File: config.mk
export PLATFORM = sky130hd
export DESIGN_NAME = display_arbiter
export DESIGN_NICKNAME = d
export VERILOG_FILES = /design/src/rtl/display_arbiter_pkg.sv /design/src/rtl/display_arbiter_hold_timer.sv /design/src/rtl/display_arbiter.sv
export SDC_FILE = /design/constraint.sdc
export NUM_CORES = 1
export LEC_CHECK = 0
export ABC_CLOCK_PERIOD_IN_PS = 5000
export BUFFER_PORTS_ARGS = -buffer_cell sky130_fd_sc_hd__buf_2
export CORE_UTILIZATION = 25
export CTS_CLUSTER_SIZE = 28
export DETAILED_ROUTE_END_ITERATION = 10
export PLACE_DENSITY = 0.44
export SETUP_SLACK_MARGIN = 0.2
export SYNTH_ARGS = -nofsm -noshare
export SYNTH_HDL_FRONTEND = slang
export SYNTH_SLANG_ARGS = --single-unit
File: constraint.sdc
create_clock -name clk -period 5 [get_ports clk]
set_clock_uncertainty 0.05 [all_clocks]
set_input_delay 0.75 -clock clk [delete_from_list [all_inputs] [get_ports clk]]
set_output_delay 0.75 -clock clk [all_outputs]
set_load 0.05 [all_outputs]
File: src/rtl/display_arbiter_pkg.sv
// Shared types and constants for the display arbiter: owner encoding,
// the "no error" code and a counter-width helper.
package display_arbiter_pkg;

    typedef enum logic [1:0] {
        BASE = 2'd0,
        MSG  = 2'd1,
        ERR  = 2'd2
    } owner_e;

    localparam logic [3:0] NO_ERROR = 4'd0;

    // Width needed for a down-counter that is loaded with cycles-1; never below 1 bit.
    function automatic int timer_width(input int cycles);
        return ($clog2(cycles) < 1) ? 1 : $clog2(cycles);
    endfunction

endpackage

File: src/rtl/display_arbiter_hold_timer.sv
// Loadable down-counter that saturates at zero and flags terminal count.
// Used for the display hold time and, when enabled, the error blink period.
module hold_timer #(
    parameter int WIDTH = 8
) (
    input  logic             clk,
    input  logic             rst_n,
    input  logic             load,
    input  logic             dec,
    input  logic [WIDTH-1:0] load_val,
    output logic             zero
);

    logic [WIDTH-1:0] count;

    always_ff @(posedge clk or negedge rst_n) begin
        if (!rst_n) begin
            count <= '0;
        end else if (load) begin
            count <= load_val;
        end else if (dec && (count != '0)) begin
            count <= count - WIDTH'(1);
        end
    end

    assign zero = (count == '0);

endmodule

File: src/rtl/display_arbiter.sv
// Arbitrates the seven-segment display between base digits, acked messages and
// level-sensitive error codes. Define DISPLAY_BLINK_EN to blink the error code.
//
// state | meaning
// BASE  | show base_digits (one cycle latency), error = 0
// MSG   | show latched message until the hold timer expires
// ERR   | show latched error code, digits frozen from entry
module display_arbiter
    import display_arbiter_pkg::*;
#(
    parameter int HOLD_CYCLES = 50_000_000,
    parameter int BLINK_DIV   = 12_500_000
) (
    input  logic        clk,
    input  logic        rst_n,
    input  logic [15:0] base_digits,
    input  logic        msg_req,
    input  logic [15:0] msg_digits,
    output logic        msg_ack,
    input  logic        err_req,
    input  logic [3:0]  err_code,
    output logic [3:0]  num0,
    output logic [3:0]  num1,
    output logic [3:0]  num2,
    output logic [3:0]  num3,
    output logic [3:0]  error,
    output logic [1:0]  owner
);

    localparam int HW = timer_width(HOLD_CYCLES);
    localparam logic [HW-1:0] HOLD_LOAD = HW'(HOLD_CYCLES - 1);

    owner_e      state, state_nxt;
    logic [15:0] disp, disp_sel, disp_nxt;
    logic [15:0] msg_q, msg_nxt;
    logic [3:0]  code_q, code_nxt;
    logic [3:0]  error_q, error_nxt;
    logic        ack_q, ack_nxt;
    logic        hold_load, hold_dec, hold_zero;
    logic        err_valid;

    assign err_valid = err_req && (err_code != NO_ERROR);

    hold_timer #(.WIDTH(HW)) u_hold (
        .clk      (clk),
        .rst_n    (rst_n),
        .load     (hold_load),
        .dec      (hold_dec),
        .load_val (HOLD_LOAD),
        .zero     (hold_zero)
    );

    // A valid error overrides everything, including a same-cycle message request.
    always_comb begin
        state_nxt = state;
        hold_load = 1'b0;
        hold_dec  = 1'b0;
        ack_nxt   = 1'b0;
        msg_nxt   = msg_q;
        code_nxt  = code_q;
        disp_sel  = disp;
        if (err_valid) begin
            state_nxt = ERR;
            code_nxt  = err_code;
            hold_load = 1'b1;
            msg_nxt   = '0;
        end else begin
            case (state)
                BASE: begin
                    if (msg_req) begin
                        state_nxt = MSG;
                        msg_nxt   = msg_digits;
                        ack_nxt   = 1'b1;
                        hold_load = 1'b1;
                        disp_sel  = msg_digits;
                    end else begin
                        disp_sel = base_digits;
                    end
                end
                MSG: begin
                    if (hold_zero) begin
                        state_nxt = BASE;
                        disp_sel  = base_digits;
                        msg_nxt   = '0;
                    end else begin
                        hold_dec = 1'b1;
                        disp_sel = msg_q;
                    end
                end
                ERR: begin
                    if (hold_zero) begin
                        state_nxt = BASE;
                        disp_sel  = base_digits;
                        code_nxt  = NO_ERROR;
                    end else begin
                        hold_dec = 1'b1;
                    end
                end
                default: begin
                    state_nxt = BASE;
                    disp_sel  = base_digits;
                end
            endcase
        end
    end

`ifdef DISPLAY_BLINK_EN
    localparam int BW = timer_width(BLINK_DIV);
    localparam logic [BW-1:0] BLINK_LOAD = BW'(BLINK_DIV - 1);

    logic        blink_on, blink_on_nxt;
    logic        blink_load, blink_dec, blink_zero;
    logic        err_entry, err_stay;
    logic [15:0] disp_entry;

    assign err_entry = (state_nxt == ERR) && (state != ERR);
    assign err_stay  = (state_nxt == ERR) && (state == ERR);

    hold_timer #(.WIDTH(BW)) u_blink (
        .clk      (clk),
        .rst_n    (rst_n),
        .load     (blink_load),
        .dec      (blink_dec),
        .load_val (BLINK_LOAD),
        .zero     (blink_zero)
    );

    // Blink phase runs freely across code relatches; only a fresh entry restarts it.
    always_comb begin
        blink_on_nxt = blink_on;
        blink_load   = 1'b0;
        blink_dec    = 1'b0;
        if (err_entry) begin
            blink_on_nxt = 1'b1;
            blink_load   = 1'b1;
        end else if (err_stay) begin
            if (blink_zero) begin
                blink_on_nxt = ~blink_on;
                blink_load   = 1'b1;
            end else begin
                blink_dec = 1'b1;
            end
        end
        error_nxt = ((state_nxt == ERR) && blink_on_nxt) ? code_nxt : NO_ERROR;
        disp_nxt  = disp_sel;
        if (err_stay) begin
            disp_nxt = blink_on_nxt ? disp_entry : base_digits;
        end
    end

    always_ff @(posedge clk or negedge rst_n) begin
        if (!rst_n) begin
            blink_on   <= 1'b0;
            disp_entry <= '0;
        end else begin
            blink_on <= blink_on_nxt;
            if (err_entry) begin
                disp_entry <= disp;
            end
        end
    end
`else
    always_comb begin
        error_nxt = (state_nxt == ERR) ? code_nxt : NO_ERROR;
        disp_nxt  = disp_sel;
    end
`endif

    always_ff @(posedge clk or negedge rst_n) begin
        if (!rst_n) begin
            state   <= BASE;
            disp    <= '0;
            msg_q   <= '0;
            code_q  <= NO_ERROR;
            error_q <= NO_ERROR;
            ack_q   <= 1'b0;
        end else begin
            state   <= state_nxt;
            disp    <= disp_nxt;
            msg_q   <= msg_nxt;
            code_q  <= code_nxt;
            error_q <= error_nxt;
            ack_q   <= ack_nxt;
        end
    end

    assign num0    = disp[3:0];
    assign num1    = disp[7:4];
    assign num2    = disp[11:8];
    assign num3    = disp[15:12];
    assign error   = error_q;
    assign msg_ack = ack_q;
    assign owner   = state;

endmodule

### After elaboration in Yosys (flattened, before gate mapping)

Cells that the tools add are included.

| word-level totals | value |
|---|---|
| bits of input ports | 40 |
| logic and storage cells | 51 |
| register bits after elaboration | 69 |
| output and inout bits | 23 |

| cells by class | value |
|---|---|
| add/subtract/negate cells | 1 |
| bitwise logic cells | 1 |
| eq/ne operators | 6 |
| reductions and logical operators | 11 |
| muxes and demuxes | 25 |

Operators with widths:

| kind | number |
|---|---|
| $mux W16 | 6 |
| $mux W26 | 2 |
| $pmux W16 S3 | 1 |
| $pmux W16 S2 | 1 |
| $logic_not A26 Y1 | 1 |
| $reduce_bool A26 Y1 | 1 |
| $sub A26 B1 Y26 const B | 1 |
| $mux W4 | 4 |
| $mux W1 | 7 |
| $mux W2 | 3 |
| $ne A3 B3 Y1 const B | 2 |
| $eq A2 B2 Y1 const B | 2 |
| $pmux W2 S2 | 1 |
| $reduce_bool A4 Y1 | 1 |
| $reduce_and A3 Y1 | 1 |
| $reduce_bool A3 Y1 | 1 |
| $eq A2 B1 Y1 const B | 1 |
| $logic_and A1 B1 Y1 | 2 |
| $logic_not A2 Y1 | 1 |
| $ne A2 B2 Y1 const B | 1 |
| $reduce_and A2 Y1 | 1 |
| $reduce_bool A2 Y1 | 1 |
| $reduce_or A2 Y1 | 1 |
| $not A1 Y1 | 1 |

### Depth between registers and ports, before layout

Gate-level depths: netlist of run 1.

| depth | value |
|---|---|
| depth after elaboration | 7 |
| gate-level depth with buffers | 9 |
| mapped depth without buffers | 7 |

### Cells and area by module

From an unflattened synthesis of run 1, not the netlist that was laid out.

| second synthesis, totals | value |
|---|---|
| cell total of the unflattened synthesis | 415 |
| area, all modules | 3,872.5 um^2 |

Modules (own cells, without submodules):

| module | sequential area each (um^2) | times used | area an instance (um^2) | cells an instance |
|---|---|---|---|---|
| display_arbiter | 1,076.0 | 1 | 2,177.1 | 217 |
| hold_timer | 650.6 | 1 | 1,695.4 | 198 |

### Worst setup path after synthesis of run 1

No wires, ideal clock.

| path | value |
|---|---|
| kind | register to register |
| start point | register state[1], in the netlist owner[1] |
| end point | register u_hold.count[17] |
| path buffers | 1 |
| arrival | 2.877 ns |
| period minus slack after synthesis | 2.996 ns |
| path slack | 2.004 ns |
| stages on the path, launching flop included | 9 |
| path through | dfrtp_1 -> inv_1 -> ha_1 -> buf_2 -> or4b_2 -> nor4_1 -> o211ai_1 -> or3_1 -> nand3_1 |

| on the way | value |
|---|---|
| word-level cells in the longest chain between the ends | 6 |

RTL lines:

| item | line | source |
|---|---|---|
| from (decl) | display_arbiter.sv:33 | `owner_e state, state_nxt;` |
| from (signal assigned) | display_arbiter.sv:178 | `state <= state_nxt;` |
| $eq A2 B2 Y1 / $eq A2 B1 Y1 (equally long branches) | display_arbiter.sv:68 | `case (state)` |
| $reduce_or A2 Y1 (no source line) | n/a |  |
| $mux W1 | n/a |  |
| $mux W1 | display_arbiter.sv:62 | `if (err_valid) begin` |
| $logic_and A1 B1 Y1 | display_arbiter_hold_timer.sv:21 | `end else if (dec && (count != '0)) begin` |
| $reduce_bool A2 Y1 (no source line) | n/a |  |
| to (signal assigned) | display_arbiter_hold_timer.sv:20 | `count <= load_val;` |
| to (signal assigned) | display_arbiter_hold_timer.sv:22 | `count <= count - WIDTH'(1);` |
| to (decl) | display_arbiter_hold_timer.sv:14 | `logic [WIDTH-1:0] count;` |

Parallel ways exist; a longest one is shown, timed or not.
A chain may end at the register's enable or synchronous reset.

### Worst setup path in the final report of run 1

| path | value |
|---|---|
| start point | register state[0], in the netlist owner[0] |
| end point | register u_hold.count[17] |

The elaborated chain is that of the path after synthesis.

==> summary.md, run 1 <==
| Metric | Value |
|---|---|
| Outcome | `complete, no violations` |
| Reg2reg end | `u_hold.count[17]` |
| Gpl congestion | `0.757` |
| Die area | `14300 sq um` |
| Vias per cell | `4.93` |
| CTS tree | `yes` |
| Post-DP HPWL | `6180 um` |
| TritonCTS buffer count | `9` |
| Routed wire length | `~9000 um` |
| Finished Layout Cells | `567` |
| IO Port Bufs | `62` |
| DRC Markers | `0` |
| Setup ws final | `a little under 2 ns` |
| Commonest cells post-synth | `dfrtp_1 (69), nand2_1 (31)` |
| Top-area cell type share of the netlist area | `0.499` |
| CP Class | `register to register` |
| Area of the core | `13300 sq um` |
| FP Rows | `42` |
| Worst-Margin Slew | `0.962 ns` |
| Clock Latency Late Sink | `0.33 ns` |
| Final hold vios | `0` |
| CP endpoint kind | `register` |
| # IOs | `63` |
| Pre-antenna DRT Iters | `4` |
| H-tree levels | `3` |
| Final Instance Area | `4300 sq um` |
| Post-cts resize count | `0` |
| Worst path arrival time | `3.23 ns` |
| Post-synthesis cell count | `329` |
| MaxCap Viol Count | `0` |
| Antenna-violating nets left | `0` |
| R2R depth | `7` |
| Die Ht | `120 um` |
| Hold WC Path Type | `input port to async pin` |
| Fillers | `approximately 1400` |
| Gr usage total | `0.136` |
| Placed instance area | `3920 sq um` |
| Crit-path max FO | `10` |
| Dominant cell type by area after synthesis | `dfrtp_1` |
| Clock root buffer | `clkbuf_16` |
| Finished Core Util | `0.322` |
| Inst Count DP | `551` |
| Avg WL per Cell | `16.1 um` |
| P_leak | `1.81 nW` |
| Crit path cell chain | `inv_1, ha_1, or4b_2, nor4_1, o211ai_1, or3_1, nand3_1` |
| Sequential area share after synthesis | `0.499` |
| Setup_tns | `0 ns` |
| Pin count of the biggest net entering global routing | `42` |
| Netlist cell types | `between 40 and 50` |
| Post-route minimum period | `3.02 ns` |
| Initial antenna violation count | `0` |
| Slowest CP cell | `or4b_2` |
| Diode count | `0` |
| Maximum buffer depth of the clock tree | `2` |
| Power Density | `583 nW/um^2` |
| Nets | `431` |
| Initial Util | `0.259` |
| Worst EP required | `5.21 ns` |
| First-pass GRT wire length | `about 15000 um` |
| Chip width | `120 um` |
| Synth Area per Inst | `10.5 sq um` |
| Layout cells sized above 1 | `0.233` |
| Slew Limit Fails | `0` |
| Syn nets | `374` |
| Setup WS pre-CTS | `1.98 ns` |
| Number of synthesized register bits | `69` |
| CTS sink count | `between 60 and 70` |
| Vias in the first global route | `about 2800` |
| Post-synthesis async set-or-reset flop share | `1.00` |
| CP Launch Type | `register` |
| CP Buf/Inv Count | `1` |
| CTS Hold Bufs | `0` |
| VDD IR max | `0.195 mV` |
| Reg2reg start | `owner[0]` |
| Post-synth top flop | `dfrtp_1` |
| Delay-heaviest family, CP | `simple AND/OR/NAND/NOR gates` |
| Peak Freq | `331 MHz` |
| Syn Std Cell Area | `3460 sq um` |
| Worst rel slew slack | `0.359` |
| Vias | `2794` |
| Most frequent cell after synthesis | `dfrtp_1` |
| Fin crit share | `0.604` |
| Unrepaired setup endpoints after global routing | `false` |
| Flop2flop setup slack | `1.98 ns` |
| Setup bufs post-CTS | `0` |
| GRT overflow | `0` |
| EDFF count, synth | `0` |
| Initial DRC count | `roughly 270` |
| Area Growth Syn to Fin | `24.2%` |
| Finish-stage setup viols | `0` |
| CP max stage delay | `0.65 ns` |
| Clock-pin slew on the worst setup and hold paths | `0.06 ns` |
| Synth warnings | `0` |
| Synth area leaders | `dfrtp_1 (50%), a221oi_1 (4.0%), a22o_1 (4.0%)` |
report_power, final:
| group | internal [mW] | switching [mW] | total [mW] |
|---|---|---|---|
| clock network | 0.551 | 0.244 | 0.795 |
| logic | 0.312 | 0.663 | 0.975 |
| registers | 0.672 | 0.0615 | 0.734 |
cells by family after synthesis:
family	Yosys count	synth area share
XOR/XNOR	16	0.0405
flip-flops	69	0.499
AND/OR/NAND/NOR	106	0.161
AO/OA/AOI/OAI	106	0.246
adder cells (fa/ha/maj)	5	0.0181
buffers and inverters	27	0.0358
cell type report:
type	instances	area (sq um)	area share
clock buffer	10	239	0.0556
clock inverter	6	134	0.0312
inverter	7	26.3	0.00612
multi-input combinational	233	1610	0.375
sequential	69	1730	0.402
tap	176	220	0.0513
timing repair buffer	66	340	0.0792
routing by layer:
| metal | track usage | vias up | part of all wire | routed length (um) |
|---|---|---|---|---|
| li1 | - | 1376 | - | - |
| met1 | 0.180 | 1349 | 0.48 | 4420 |
| met2 | 0.212 | 63 | 0.47 | 4280 |
| met3 | 0.0394 | 6 | 0.039 | 355 |
| met4 | 0.0422 | 0 | 0.010 | 92 |
| met5 | 0 | - | 0 | 0 |
registers in the layout, indices dropped and copies added, names as in the netlist:
signal	flops
code_q	4
u_hold.count	26
msg_ack	1
error	4
disp	16
owner	2
msg_q	16
stage by stage:
stage	total power [mW]	hold slack, ns
floorplan	1.48	0.404
global placement	1.72	0.438
detailed placement	1.73	0.442
CTS	2.53	0.449
global route	2.64	0.469
finish	2.50	0.414
how the worst max path moves through the flow:
stage                     startpoint          endpoint  slack [ns]  depth (start not counted)
final                       owner[0]  u_hold.count[17]        1.98                          7
after global routing        owner[0]  u_hold.count[17]        1.73                          7
after CTS                   owner[1]  u_hold.count[17]        1.96                          7
after detailed placement    owner[0]  u_hold.count[17]        1.98                          7
after global placement      owner[1]  u_hold.count[17]        1.95                          7
after floorplan             owner[1]  u_hold.count[17]        2.00                          8
cell usage in the layout, fill, tap and decap left out, types with 2 or more instances in the layout:
cell / n
or4_1: 5
a21oi_2: 2
nand2_1: 31
a21o_1: 16
nor2_1: 16
dfrtp_1: 69
nor2b_1: 2
nand2b_1: 2
o21ai_0: 7
nor4_1: 9
xnor2_1: 3
or3_1: 6
nand3_1: 8
o21ai_1: 4
nor3_1: 10
o21ai_2: 2
a22o_1: 16
o21a_1: 6
a21oi_1: 3
clkbuf_16: 9
o211ai_1: 7
a2bb2oi_1: 16
bufinv_16: 4
nand4_1: 5
inv_1: 7
a32o_1: 4
a221oi_1: 16
ha_1: 5
buf_4: 4
nand3b_1: 3
buf_2: 62
and2_1: 2
xor2_1: 13
(Power assumes the default switching activity.)
==> run 2, diff against run 1 <==
Settings changed: ABC_AREA set to 1, ABC_CLOCK_PERIOD_IN_PS 5000 to 2700, PLACE_DENSITY 0.44 to 0.45.
Clock period 5 ns to 2.7 ns, I/O delays scaled along.
==> summary.md, run 2 <==
| Metric | Value |
|---|---|
| Outcome | `complete, no violations` |
| Peak Freq | `458 MHz` |
| Worst EP required | `about 2.9 ns` |
| Die Ht | `approximately 130 um` |
| MaxCap Viol Count | `0` |
| Initial antenna violation count | `0` |
| DRC Markers | `0` |
| Setup_tns | `0 ns` |
| Finish-stage setup viols | `0` |
| Final Power | `4.64 mW` |
| CP Class | `register to register` |
| Seq. cell area | `1730 sq um` |
| Flop2flop setup slack | `between 0.5 and 0.6 ns` |
| Antenna-violating nets left | `0` |
| Commonest cells post-synth | `nand2_1 (160), nor2_1 (95), dfrtp_1 (69)` |
| Critical Path Sink | `disp[1]` |
| Comb power frac | `0.392` |
| Synth warnings | `0` |
| Routed wire length | `10600 um` |
| Vias per cell | `4.52` |
| Vias in the first global route | `between 3000 and 4000` |
| Netlist cell types | `33` |
| Post-synthesis cell count | `539` |
| Pre-antenna DRT Iters | `4` |
| Initial DRC count | `227` |
| Commonest non-fill, non-tap cell in the layout | `nand2_1` |
| Gr usage total | `0.141` |
| VDD IR max | `0.435 mV` |
| Post-synth top flop | `dfrtp_1` |
| Final hold vios | `0` |
| Reg2reg start | `owner[0]` |
| Die area | `16100 sq um` |
| Power Density | `971 nW/um^2` |
| WHS | `a little under 0.1 ns` |
| IO Port Bufs | `62` |
| Post-DP HPWL | `7770 um` |
| CP max stage delay | `0.43 ns` |
| Worst rel slew slack | `0.482` |
| CP endpoint kind | `register` |
| Pin count of the biggest net entering global routing | `33` |
| Most frequent cells in the layout | `nand2_1 (160), nor2_1 (95), dfrtp_1 (69)` |
| Sw frac | `0.424` |
| Max reg flops | `26` |
| Clock-pin slew on the worst setup and hold paths | `0.06 ns` |
| Top-area cell type share of the netlist area | `0.443` |
| CTS tree | `yes` |
| Multi-input gate area | `1860 sq um` |
| Setup bufs post-CTS | `0` |
| Post-cts resize count | `0` |
| Instance count on the critical path | `11` |
| CP Launch Type | `register` |
| Synth area leaders | `dfrtp_1 (44%), nand2_1 (15%), nor2_1 (9.2%)` |
| Clock group share of total power | `0.298` |
| Clock root buffer | `clkbuf_16` |
| Delay-heaviest family, CP | `simple AND/OR/NAND/NOR gates` |
| Fillers | `1648` |
| Slew Limit Fails | `0` |
| Switching Power | `1.97 mW` |
| # IOs | `63` |
| Finished Core Util | `0.314` |
| Most frequent CP cell | `nand2_1` |
| Worst path arrival time | `2.41 ns` |
| FP Rows | `45` |
| Nets | `651` |
| Int Pwr | `2.67 mW` |
| R2R depth | `11` |
| Number of synthesized register bits | `69` |
| H-tree levels | `3` |
| Avg WL per Cell | `13.2 um` |
| Vias | `3611` |
| Fin crit share | `0.809` |
| Largest Register | `u_hold.count` |
| Diode count | `0` |
| EDFF count, synth | `0` |
| CP Launch Point | `owner[0]` |
| Syn Std Cell Area | `3890 sq um` |
| Top flop regs | `u_hold.count (26), disp (16), msg_q (16)` |
| Unrepaired setup endpoints after global routing | `false` |
| Hold WC Path Type | `input port to async pin` |
| Most frequent cell after synthesis | `nand2_1` |
| CTS Hold Bufs | `0` |
| Reg2reg end | `disp[1]` |
| TritonCTS buffer count | `9` |
| CTS sink count | `69` |
| Crit path cell chain | `inv_1, ha_1, inv_1, or2_1, o21ai_0, inv_1, nand2_1, nand2_1, nand2_1, nand2_1, nand2_1` |
| Sequential area share after synthesis | `0.443` |
| Initial Util | `0.256` |
| Worst-Margin Slew | `0.778 ns` |
| Clock Latency Late Sink | `around 0.34 ns` |
| GRT overflow | `0` |
| Maximum buffer depth of the clock tree | `2` |
| Post-route minimum period | `2.18 ns` |
| CP Buf/Inv Count | `3` |
| Flop pwr share | `0.310` |
| Synth Area per Inst | `7.23 sq um` |
| First-pass GRT wire length | `roughly 18000 um` |
| Crit-path max FO | `15` |
| P_leak | `2.43 nW` |
| Slowest CP cell | `dfrtp_1` |
| Post-synthesis async set-or-reset flop share | `1.00` |
| Layout cells sized above 1 | `0.183` |
| Gpl congestion | `a little over 0.8` |
| Dominant cell type by area after synthesis | `dfrtp_1` |
| Area of the core | `15200 sq um` |
| Syn nets | `584` |
| Chip width | `127 um` |
| Area Growth Syn to Fin | `22.7%` |
run 2: cell count changes in the layout (fill, tap and decap cells not counted), sizes merged, moves of 16 or more:
cell | previous run | this run
inv | 7 | 54
nand3 | 8 | 47
nand2 | 32 | 166
a22o | 16 | 0
a2bb2oi | 16 | 0
a221oi | 16 | 0
a21o | 16 | 0
nor2 | 16 | 106
o21ai | 14 | 39
run 2: stage by stage:
stage	setup slack [ns]	std cells	instance area [sq um]
2_1_floorplan	0.635	539	3890
3_3_place_gp	0.553	783	4430
3_5_place_dp	0.512	783	4430
4_1_cts	0.494	799	4780
5_1_grt	0.245	799	4780
6_report	0.516	799	4780
run 2: kinds of logic after synthesis:
| family | Yosys count | synth area share |
|---|---|---|
| and+or+nand+nor | 338 | 0.376 |
| buffers and inverters | 71 | 0.0800 |
| DFF | 69 | 0.443 |
| AOI/OAI and AO/OA | 51 | 0.0732 |
| xor gates and xnor gates | 5 | 0.0112 |
| adders and majority gates | 5 | 0.0161 |
run 2: worst min-delay path by stage:
| stage | cells after the start | startpoint | end | slack, ns |
|---|---|---|---|---|
| after floorplan | 0 | rst_n | code_q[0] | 0.06 |
| after global placement | 2 | disp[1] | disp[1] | 0.41 |
| after detailed placement | 2 | disp[15] | disp[15] | 0.41 |
| after CTS | 1 | rst_n | u_hold.count[19] | 0.12 |
| after global routing | 1 | rst_n | owner[1] | 0.16 |
| final | 1 | rst_n | u_hold.count[13] | 0.1 |
run 2: power by group through the flow:
stage	sequential, mW	combinational [mW]	clock [mW]
6_report	1.44	1.82	1.38
5_1_grt	1.47	2.01	1.46
4_1_cts	1.44	1.85	1.42
3_5_place_dp	1.45	1.85	0
3_3_place_gp	1.45	1.83	0
2_1_floorplan	1.91	0.895	0
run 2: metal layers:
| layer | share of wire | global-route usage | vias up |
|---|---|---|---|
| met4 | 0.0092 | 0.0497 | 0 |
| met5 | 0 | 0 | - |
| li1 | - | - | 1826 |
| met1 | 0.48 | 0.183 | 1713 |
| met3 | 0.035 | 0.0299 | 10 |
| met2 | 0.48 | 0.232 | 62 |
run 2: worst register-to-register path, delay by kind of cell, from the launching register on:
kind,cells,cell delay [ns]
and+or+nand+nor,6,0.99
DFF,1,0.43
adders and majority gates,1,0.23
buffers and inverters,3,0.32
AOI/OAI and AO/OA,1,0.12
run 2: layout make-up:
type | instances | share of cell area
clock buffer | 10 | 0.0500
clock inverter | 6 | 0.0230
inverter | 54 | 0.0429
multi-input combinational | 399 | 0.389
sequential | 69 | 0.361
tap | 188 | 0.0492
timing repair buffer | 73 | 0.0848
